**src/rtl/mod_cipher_pkg.sv**
```systemverilog
// Shared types and constants for the modular character cipher stream.
package mod_cipher_pkg;

    typedef enum logic [1:0] {
        MODE_ENC = 2'b01,
        MODE_DEC = 2'b10
    } mode_e;

    typedef enum logic [1:0] {
        ST_IDLE  = 2'd0,
        ST_RUN   = 2'd1,
        ST_DRAIN = 2'd2
    } state_e;

    localparam logic [7:0] NULL_CHAR = 8'h00;

endpackage

```
**src/rtl/mod_reduce_stage.sv**
```systemverilog
// Second pipeline stage: folds the stage-1 sum/difference back into [0, MODULUS).
module mod_reduce_stage
    import mod_cipher_pkg::*;
#(
    parameter int unsigned DATA_W  = 8,
    parameter int unsigned MODULUS = 227
) (
    input  logic              clk,
    input  logic              rst_n,
    input  logic              advance,
    input  logic              in_valid,
    input  logic [DATA_W:0]   in_sum,
    input  logic              in_ok,
    input  logic              in_dec,
    output logic              out_valid,
    output logic [DATA_W-1:0] out_data,
    output logic              out_err
);

    localparam logic [DATA_W:0] MOD_X = (DATA_W + 1)'(MODULUS);

    // Output register; holds its beat while the sink stalls.
    always_ff @(posedge clk) begin
        if (!rst_n) begin
            out_valid <= 1'b0;
            out_data  <= '0;
            out_err   <= 1'b0;
        end else if (advance) begin
            out_valid <= in_valid;
            if (in_valid) begin
                out_err <= !in_ok;
                if (!in_ok) begin
                    out_data <= DATA_W'(NULL_CHAR);
                end else if (in_dec) begin
                    // MSB set means the subtraction borrowed
                    out_data <= in_sum[DATA_W] ? DATA_W'(in_sum + MOD_X) : DATA_W'(in_sum);
                end else begin
                    out_data <= (in_sum >= MOD_X) ? DATA_W'(in_sum - MOD_X) : DATA_W'(in_sum);
                end
            end
        end
    end

endmodule

```
**src/rtl/mod_cipher_stream.sv**
```systemverilog
// Streaming modular character cipher: config handshake, 2-stage pipeline, counters.
module mod_cipher_stream
    import mod_cipher_pkg::*;
#(
    parameter int unsigned        DATA_W   = 8,
    parameter int unsigned        MODULUS  = 227,
    parameter logic [DATA_W-1:0]  CHAR_MIN = 8'h61,
    parameter logic [DATA_W-1:0]  CHAR_MAX = 8'h7A,
    parameter int unsigned        CNT_W    = 16
) (
    input  logic              clk,
    input  logic              rst_n,
    input  logic              cfg_valid,
    output logic              cfg_ready,
    input  logic [1:0]        cfg_mode,
    input  logic [DATA_W-1:0] cfg_key,
    output logic              cfg_err,
    input  logic              in_valid,
    output logic              in_ready,
    input  logic [DATA_W-1:0] in_data,
    output logic              out_valid,
    input  logic              out_ready,
    output logic [DATA_W-1:0] out_data,
    output logic              out_err,
    output logic [CNT_W-1:0]  char_cnt,
    output logic [CNT_W-1:0]  err_cnt
);

    localparam logic [DATA_W-1:0] KEY_LIM = DATA_W'(MODULUS);
    localparam logic [CNT_W-1:0]  CNT_MAX = '1;

    if ((MODULUS >> DATA_W) != 0 || MODULUS < 2) begin : g_bad_modulus
        $error("MODULUS must satisfy 2 <= MODULUS < 2**DATA_W");
    end
    if (CHAR_MAX >= MODULUS || CHAR_MIN > CHAR_MAX) begin : g_bad_range
        $error("Character range must satisfy CHAR_MIN <= CHAR_MAX < MODULUS");
    end

    state_e            state;
    mode_e             mode;
    logic [DATA_W-1:0] key;
    logic              s1_valid;
    logic              s1_ok;
    logic              s1_dec;
    logic [DATA_W:0]   s1_sum;
    logic              advance;
    logic              pipe_empty;
    logic              cfg_hs;
    logic              in_hs;
    logic              cfg_legal;
    logic              in_ok;
    logic [DATA_W:0]   sum_c;

    // Stall-all pipeline control and handshakes; a pending cfg blocks new characters.
    assign advance    = !out_valid || out_ready;
    assign pipe_empty = !s1_valid && !out_valid;
    assign cfg_ready  = rst_n && (state == ST_IDLE || pipe_empty);
    assign in_ready   = rst_n && (state == ST_RUN) && advance && !cfg_valid;
    assign cfg_hs     = cfg_valid && cfg_ready;
    assign in_hs      = in_valid && in_ready;
    assign cfg_legal  = (cfg_mode == MODE_ENC || cfg_mode == MODE_DEC) && (cfg_key < KEY_LIM);

    // Character legality and raw stage-1 arithmetic (one extra bit for carry/borrow).
    assign in_ok = (mode == MODE_ENC) ? (in_data >= CHAR_MIN && in_data <= CHAR_MAX)
                                      : (in_data < KEY_LIM);
    assign sum_c = (mode == MODE_ENC) ? ({1'b0, in_data} + {1'b0, key})
                                      : ({1'b0, in_data} - {1'b0, key});

    // Control FSM: key/mode load, drain on reconfiguration, reject pulse.
    always_ff @(posedge clk) begin
        if (!rst_n) begin
            state   <= ST_IDLE;
            mode    <= MODE_ENC;
            key     <= '0;
            cfg_err <= 1'b0;
        end else begin
            cfg_err <= 1'b0;
            if (cfg_hs) begin
                if (cfg_legal) begin
                    state <= ST_RUN;
                    mode  <= mode_e'(cfg_mode);
                    key   <= cfg_key;
                end else begin
                    state   <= ST_IDLE;
                    key     <= '0;
                    cfg_err <= 1'b1;
                end
            end else if (state == ST_RUN && cfg_valid) begin
                state <= ST_DRAIN;
            end
        end
    end

    // Stage 1: capture raw sum/difference and validity of the accepted character.
    always_ff @(posedge clk) begin
        if (!rst_n) begin
            s1_valid <= 1'b0;
            s1_sum   <= '0;
            s1_ok    <= 1'b0;
            s1_dec   <= 1'b0;
        end else if (advance) begin
            s1_valid <= in_hs;
            if (in_hs) begin
                s1_sum <= sum_c;
                s1_ok  <= in_ok;
                s1_dec <= (mode == MODE_DEC);
            end
        end
    end

    // Saturating character and error counters, cleared by each accepted key.
    always_ff @(posedge clk) begin
        if (!rst_n) begin
            char_cnt <= '0;
            err_cnt  <= '0;
        end else if (cfg_hs && cfg_legal) begin
            char_cnt <= '0;
            err_cnt  <= '0;
        end else if (in_hs) begin
            if (char_cnt != CNT_MAX) char_cnt <= char_cnt + 1'b1;
            if (!in_ok && err_cnt != CNT_MAX) err_cnt <= err_cnt + 1'b1;
        end
    end

    mod_reduce_stage #(
        .DATA_W  (DATA_W),
        .MODULUS (MODULUS)
    ) u_reduce (
        .clk       (clk),
        .rst_n     (rst_n),
        .advance   (advance),
        .in_valid  (s1_valid),
        .in_sum    (s1_sum),
        .in_ok     (s1_ok),
        .in_dec    (s1_dec),
        .out_valid (out_valid),
        .out_data  (out_data),
        .out_err   (out_err)
    );

endmodule

```
**config.mk**
```make
export PLATFORM = sky130hd
export DESIGN_NAME = mod_cipher_stream
export DESIGN_NICKNAME = d
export VERILOG_FILES = /design/src/rtl/mod_cipher_pkg.sv /design/src/rtl/mod_reduce_stage.sv /design/src/rtl/mod_cipher_stream.sv
export SDC_FILE = /design/constraint.sdc
export NUM_CORES = 1
export LEC_CHECK = 0
export BUFFER_PORTS_ARGS = -buffer_cell sky130_fd_sc_hd__buf_4
export CORE_UTILIZATION = 50
export DETAILED_ROUTE_END_ITERATION = 8
export GPL_TIMING_DRIVEN = 0
export PLACE_DENSITY = 0.77
export SYNTH_ARGS = -nofsm -noshare
export SYNTH_HDL_FRONTEND = slang
export SYNTH_SLANG_ARGS = --single-unit
```
**constraint.sdc**
```tcl
create_clock -name clk -period 2.4 [get_ports clk]
set_input_delay 0.12 -clock clk [delete_from_list [all_inputs] [get_ports clk]]
set_output_delay 0.12 -clock clk [all_outputs]
set_load 0.03 [all_outputs]
```
======== Word level (Yosys, flattened, before mapping) ========
Cells that the tools add are included.
word-level totals
  register bits ........................... 67
  bits in latches ......................... 0
  bits in writable memories ............... 0
  ROM bits ................................ 0
  input bits .............................. 23
  logic and storage cells ................. 72
  memories kept ........................... 0
cells by class
  $add $sub $neg .......................... 6
  multiply operators ...................... 0
  div/mod/pow operators ................... 0
  order comparisons ....................... 5
  equal/unequal tests ..................... 7
  shift operators ......................... 0
  muxes and demuxes ....................... 11
  bitwise logic cells ..................... 1
  reduce and logical (&&, ||, !) cells .... 29
operators by type and width
  operator                                                            number
  2-to-1 mux 8 bit                                                    5
  adder 16 x 1 -> 16 bit (second input constant)                      2
  inequality test 16 bit (second input constant)                      2
  less-than comparator 8 bit (second input constant)                  2
  logical AND 1 bit                                                   12
  AND reduction 2 bit                                                 6
  adder 8 x 8 -> 9 bit                                                1
  greater-or-equal comparator 9 x 8 -> 1 bit (second input constant)  1
  2-to-1 mux 9 bit                                                    1
  subtractor 8 x 8 -> 9 bit                                           1
  adder 8 bit (second input constant)                                 1
  greater-or-equal comparator 8 x 7 -> 1 bit (second input constant)  1
  <= comparator 8 x 7 -> 1 bit (second input constant)                1
  subtractor 8 bit (second input constant)                            1
  == test 2 x 1 -> 1 bit (second input constant)                      3
  logical NOT 1 bit                                                   5
  == test 2 bit (second input constant)                               2
  2-to-1 mux 2 bit                                                    2
  logical OR 1 bit                                                    3
  2-to-1 mux 1 bit                                                    3
  logical NOT 2 bit                                                   1
  nonzero test 2 bit                                                  1
  OR reduction 2 bit                                                  1
  inverter 1 bit                                                      1

======== Depth between registers and ports, before layout ========
  depth in word-level cells ............... 7
  gate-level depth with buffers ........... 11

======== Hierarchy ========
A second synthesis with hierarchy kept.
second synthesis, totals
  cells, all modules ...................... 459
  area total of the unflattened synthesis .. 3893.7 um^2
modules (own cells, without submodules)
  module             times used  cells an instance  area an instance (um^2)
  mod_cipher_stream  1           366                3118.0
  mod_reduce_stage   1           93                 775.7

======== Worst setup path after synthesis ========
OpenSTA, ideal clock, no wires.
  path type ............................... reg2reg
  start ................................... reg key[0]
  end ..................................... reg s1_sum[8]
  library setup time ...................... 0.087 ns
  arrival ................................. 2.099 ns
  setup slack ............................. 0.214 ns
  cell stages (with the launch flop) ...... 12
  period minus slack after synthesis ...... 2.186 ns
  cells stage by stage .................... dfxtp_1 > inv_1 > ha_1 > nand2_1 > o21ai_0 > inv_1 > fa_1 > nor2b_1 > o2111ai_1 > and3_1 > o21a_1 > o31ai_1
between the ends
  longest elaborated chain between the ends .. 2
  elaborated cells between the ends (all ways) .. 3
RTL lines
  element                                                                   RTL line                                          RTL
  start, declared                                                           mod_cipher_stream.sv:41                           logic [DATA_W-1:0] key;
  start signal, assigned                                                    mod_cipher_stream.sv:82                           key <= cfg_key;
  subtractor 8 x 8 -> 9 bit / adder 8 x 8 -> 9 bit (equally long branches)  mod_cipher_stream.sv:67, mod_cipher_stream.sv:66
  2-to-1 mux 9 bit *                                                        mod_cipher_stream.sv:66                           assign sum_c = (mode == MODE_ENC) ? ({1'b0, in_data} + {1'b0, key})
  end signal, assigned                                                      mod_cipher_stream.sv:104                          s1_sum <= sum_c;
  end, declared                                                             mod_cipher_stream.sv:45                           logic [DATA_W:0] s1_sum;
Mark *: on every way between the ends. The rest lies on a longest branch, timed or not.
A chain may end at the register's enable or synchronous reset.

======== Worst setup path after layout ========
  start ................................... reg key[1]
  end ..................................... reg s1_sum[8]
Same word-level chain as after synthesis.

==> reports/metrics.yaml <==
status:
  status: "completed"
synth:
  syn_nets: 495
  synth.distinct_cells: 69
  ys_ff_latch: 67
  synthTopCellsByArea: "dfxtp_1 35%, a21oi_1 4.4%, nand2_1 4.3%, ha_1 4.2%, xor2_1 3.4%"
  synthAdderAreaFrac_pct: 4.71
  async_flop_share_pct: 0
  syn_avg_cell_area_um2: 8.47
  yosys.area.top_type: "dfxtp_1"
  netlist_area_um2: 3880
  ys.flop_type: "dfxtp_1"
  synth_top_family_by_area: "compound AO/OA/AOI/OAI gates"
  synth_seq_area_share_pct: 34.6
  ys_warn_count: 0
  synth-simple-area-share_pct: 23.0
  synthXorXnorAreaFrac_pct: 5.87
  synth-edff-count: 0
  synthMuxAreaShare_pct: 2.06
  netlist.area_leader.share_pct: 34.6
  synth_cells: 458
  synth-compound-area-share_pct: 24.9
worst_setup_path:
  cp.arrival_ps: 2510
  crit_type: "flip-flop to flip-flop"
  worst_setup_path_start_kind: "flip-flop"
  cp_max_fo: 4
  cp-end-kind: "flip-flop"
  crit_required_ps: 2660
floorplanning:
  rows: 31
  ioPinCount: 68
  die_area_um2: 8120
  start_util_pct: 52.6
  fp.dieH_um: 90.1
  coreArea_um2: 7370
  die_w_um: 90.1
sta:
  finalClockSkew_ps: 7.97
  finalSetupViolations: 0
  slew_headroom_pct: 34.6
  fin_crit_ps: 2250
  drv_slew: 0
  finalHoldViolCount: 0
  fmax_mhz: 445
  worstMarginPinSlew_ps: 957
  fin_ws_ps: 155
  period_share_pct: 93.6
global_routing:
  antenna_found_initial: 0
  grt-ovfl-total: 0
  grt_use_total_pct: 23.0
  grt_pass1_vias: 3352
  grt_pass1_wl_um: 15400
  grt_start_max_net_pins: 12
placement:
  io_buffers: 66
  gp_congestion: 0.850
  post-place-ws_ps: -111
  place_area_um2: 4500
  dp_hpwl_um: 6850
clock_network:
  cts_max_path_buffers: 2
  cts_root_buf: "clkbuf_8"
  numCtsBuffers: 9
  htree_levels: 3
  clkLatencyLatePin_ps: 340
  cts.sinks: 67
  cts_tree: "done"
  clk_pin_slew_worst_paths_ps: 70
power:
  power.total_mw: 2.49
  vdd_drop_max_mv: 0.456
  swShare_pct: 24.8
  p_leak_nw: 1.85
  intPower_mw: 1.87
  pwr-share-comb_pct: 12.0
  sequentialPowerShare_pct: 45.8
  p_per_area_nw_per_um2: 519
  clockPowerShare_pct: 42.1
  p_sw_mw: 0.618
cells_and_area:
  final_nets: 576
  drive_gt1_share_pct: 22.8
  multi_input_area_um2: 2390
  fill_cells: 652
  regArea_um2: 1350
  antenna_cells: 0
  final_util_pct: 65.1
  final_cell_area_um2: 4800
  syn2layout_area_growth_pct: 23.6
routing:
  routed_wl_um: 9270
  wl_per_cell_um: 14.4
  ant_nets: 0
  drtIter0Drc: 151
  drcViolationCount: 0
  vias: 3723
  firstDrtPassIters: 4
  vias_per_cell: 5.79
hold_path:
  min_path_type: "primary input to flip-flop"
run:
  drv_cap: 0
==> critical path: stages (launching register included) <==
cell and delay (ps):
dfxtp_2 350, inv_1 70, ha_2 310, nand2_1 60, o21ai_2 80, inv_2 60, fa_2 370, nor2b_2 150
o2111ai_2 160, and3_1 210, o21a_1 190, o31ai_2 160
==> cell families after synthesis <==
family | count (synthesis)
flops | 67
buf+inv | 43
simple gates | 164
fa+ha+maj | 14
xor+xnor | 26
compound gates | 136
mux | 8
==> worst paths after layout <==
kind	start	to	slack, ps	depth (start not counted)
setup reg to reg	key[1]$_SDFFE_PN0P_	s1_sum[8]$_SDFFE_PN0P_	150	11
setup / recovery	key[1]$_SDFFE_PN0P_	s1_sum[8]$_SDFFE_PN0P_	150	11
hold reg to reg	u_reduce.out_data[7]$_SDFFE_PN0P_	u_reduce.out_data[7]$_SDFFE_PN0P_	450	2
hold / removal	cfg_key[5]	key[5]$_SDFFE_PN0P_	8	2
==> cell usage in the layout (no fill, tap or decap), types with 12 or more instances in the layout <==
cell,count
clkbuf_1,15
buf_4,72
dfxtp_1,65
nand3_1,13
xor2_1,15
a21oi_1,33
nor2_1,31
o21ai_0,19
nand2_1,44
or3_1,12
inv_1,17
o21ai_1,12
==> registers in the layout, summed over array words and instances, names as in the netlist, 2 cells and up <==
name	count
state	2
u_reduce.out_data	8
mode	2
err_cnt	16
key	8
s1_sum	9
char_cnt	16
==> per-layer routing <==
| layer | part of all wire (%) | up-vias | GRT usage (%) |
|---|---|---|---|
| met5 | 0 | - | 0 |
| met4 | 1.8 | 0 | 9.14 |
| met3 | 4.4 | 15 | 3.55 |
| met2 | 48 | 109 | 38.3 |
| met1 | 46 | 1737 | 29.6 |
| li1 | - | 1862 | - |
==> synthesized netlist by cell type, types with 11 or more instances <==
library cell	n
o21ai_0	20
nand2_1	44
o21ai_1	12
clkbuf_1	13
xor2_1	15
nand3_1	13
or3_1	12
a21oi_1	34
dfxtp_1	67
xnor2_1	11
inv_1	18
ha_1	13
nor2_1	31
==> stage by stage <==
step                      hold slack [ps]  setup TNS, ps  cells
after CTS                            2.97              0    641
after detailed placement              349           -111    623
after global routing                 19.6          -6.06    643
after floorplan                       253              0    458
after global placement                348          -45.4    623
final                                7.59              0    643
==> timing repair <==
| action | in CTS | in global routing |
|---|---|---|
| hold buffers | 2 | 0 |
| setup endpoints to repair | 1 | 1 |
| pin swaps | 0 | 4 |
| buffers inserted | 0 | 2 |
| endpoints found under the hold margin | 2 | 0 |
| resized for setup | 3 | 13 |
==> power by group through the flow <==
stage | registers, mW | logic (mW) | clock network (mW)
2_1_floorplan | 1.17 | 0.190 | 0
3_3_place_gp | 1.17 | 0.272 | 0
3_5_place_dp | 1.17 | 0.279 | 0
4_1_cts | 1.14 | 0.286 | 1.05
5_1_grt | 1.14 | 0.331 | 1.11
6_report | 1.14 | 0.300 | 1.05
==> cell type report <==
cell class	count	share of cell area, %
sequential	67	28.1
buffer	24	2.48
inverter	19	1.49
multi-input combinational	348	49.8
clock inverter	4	1.54
timing repair buffer	70	11.1
clock buffer	12	3.03
tap	99	2.58
(Power assumes the default switching activity.)
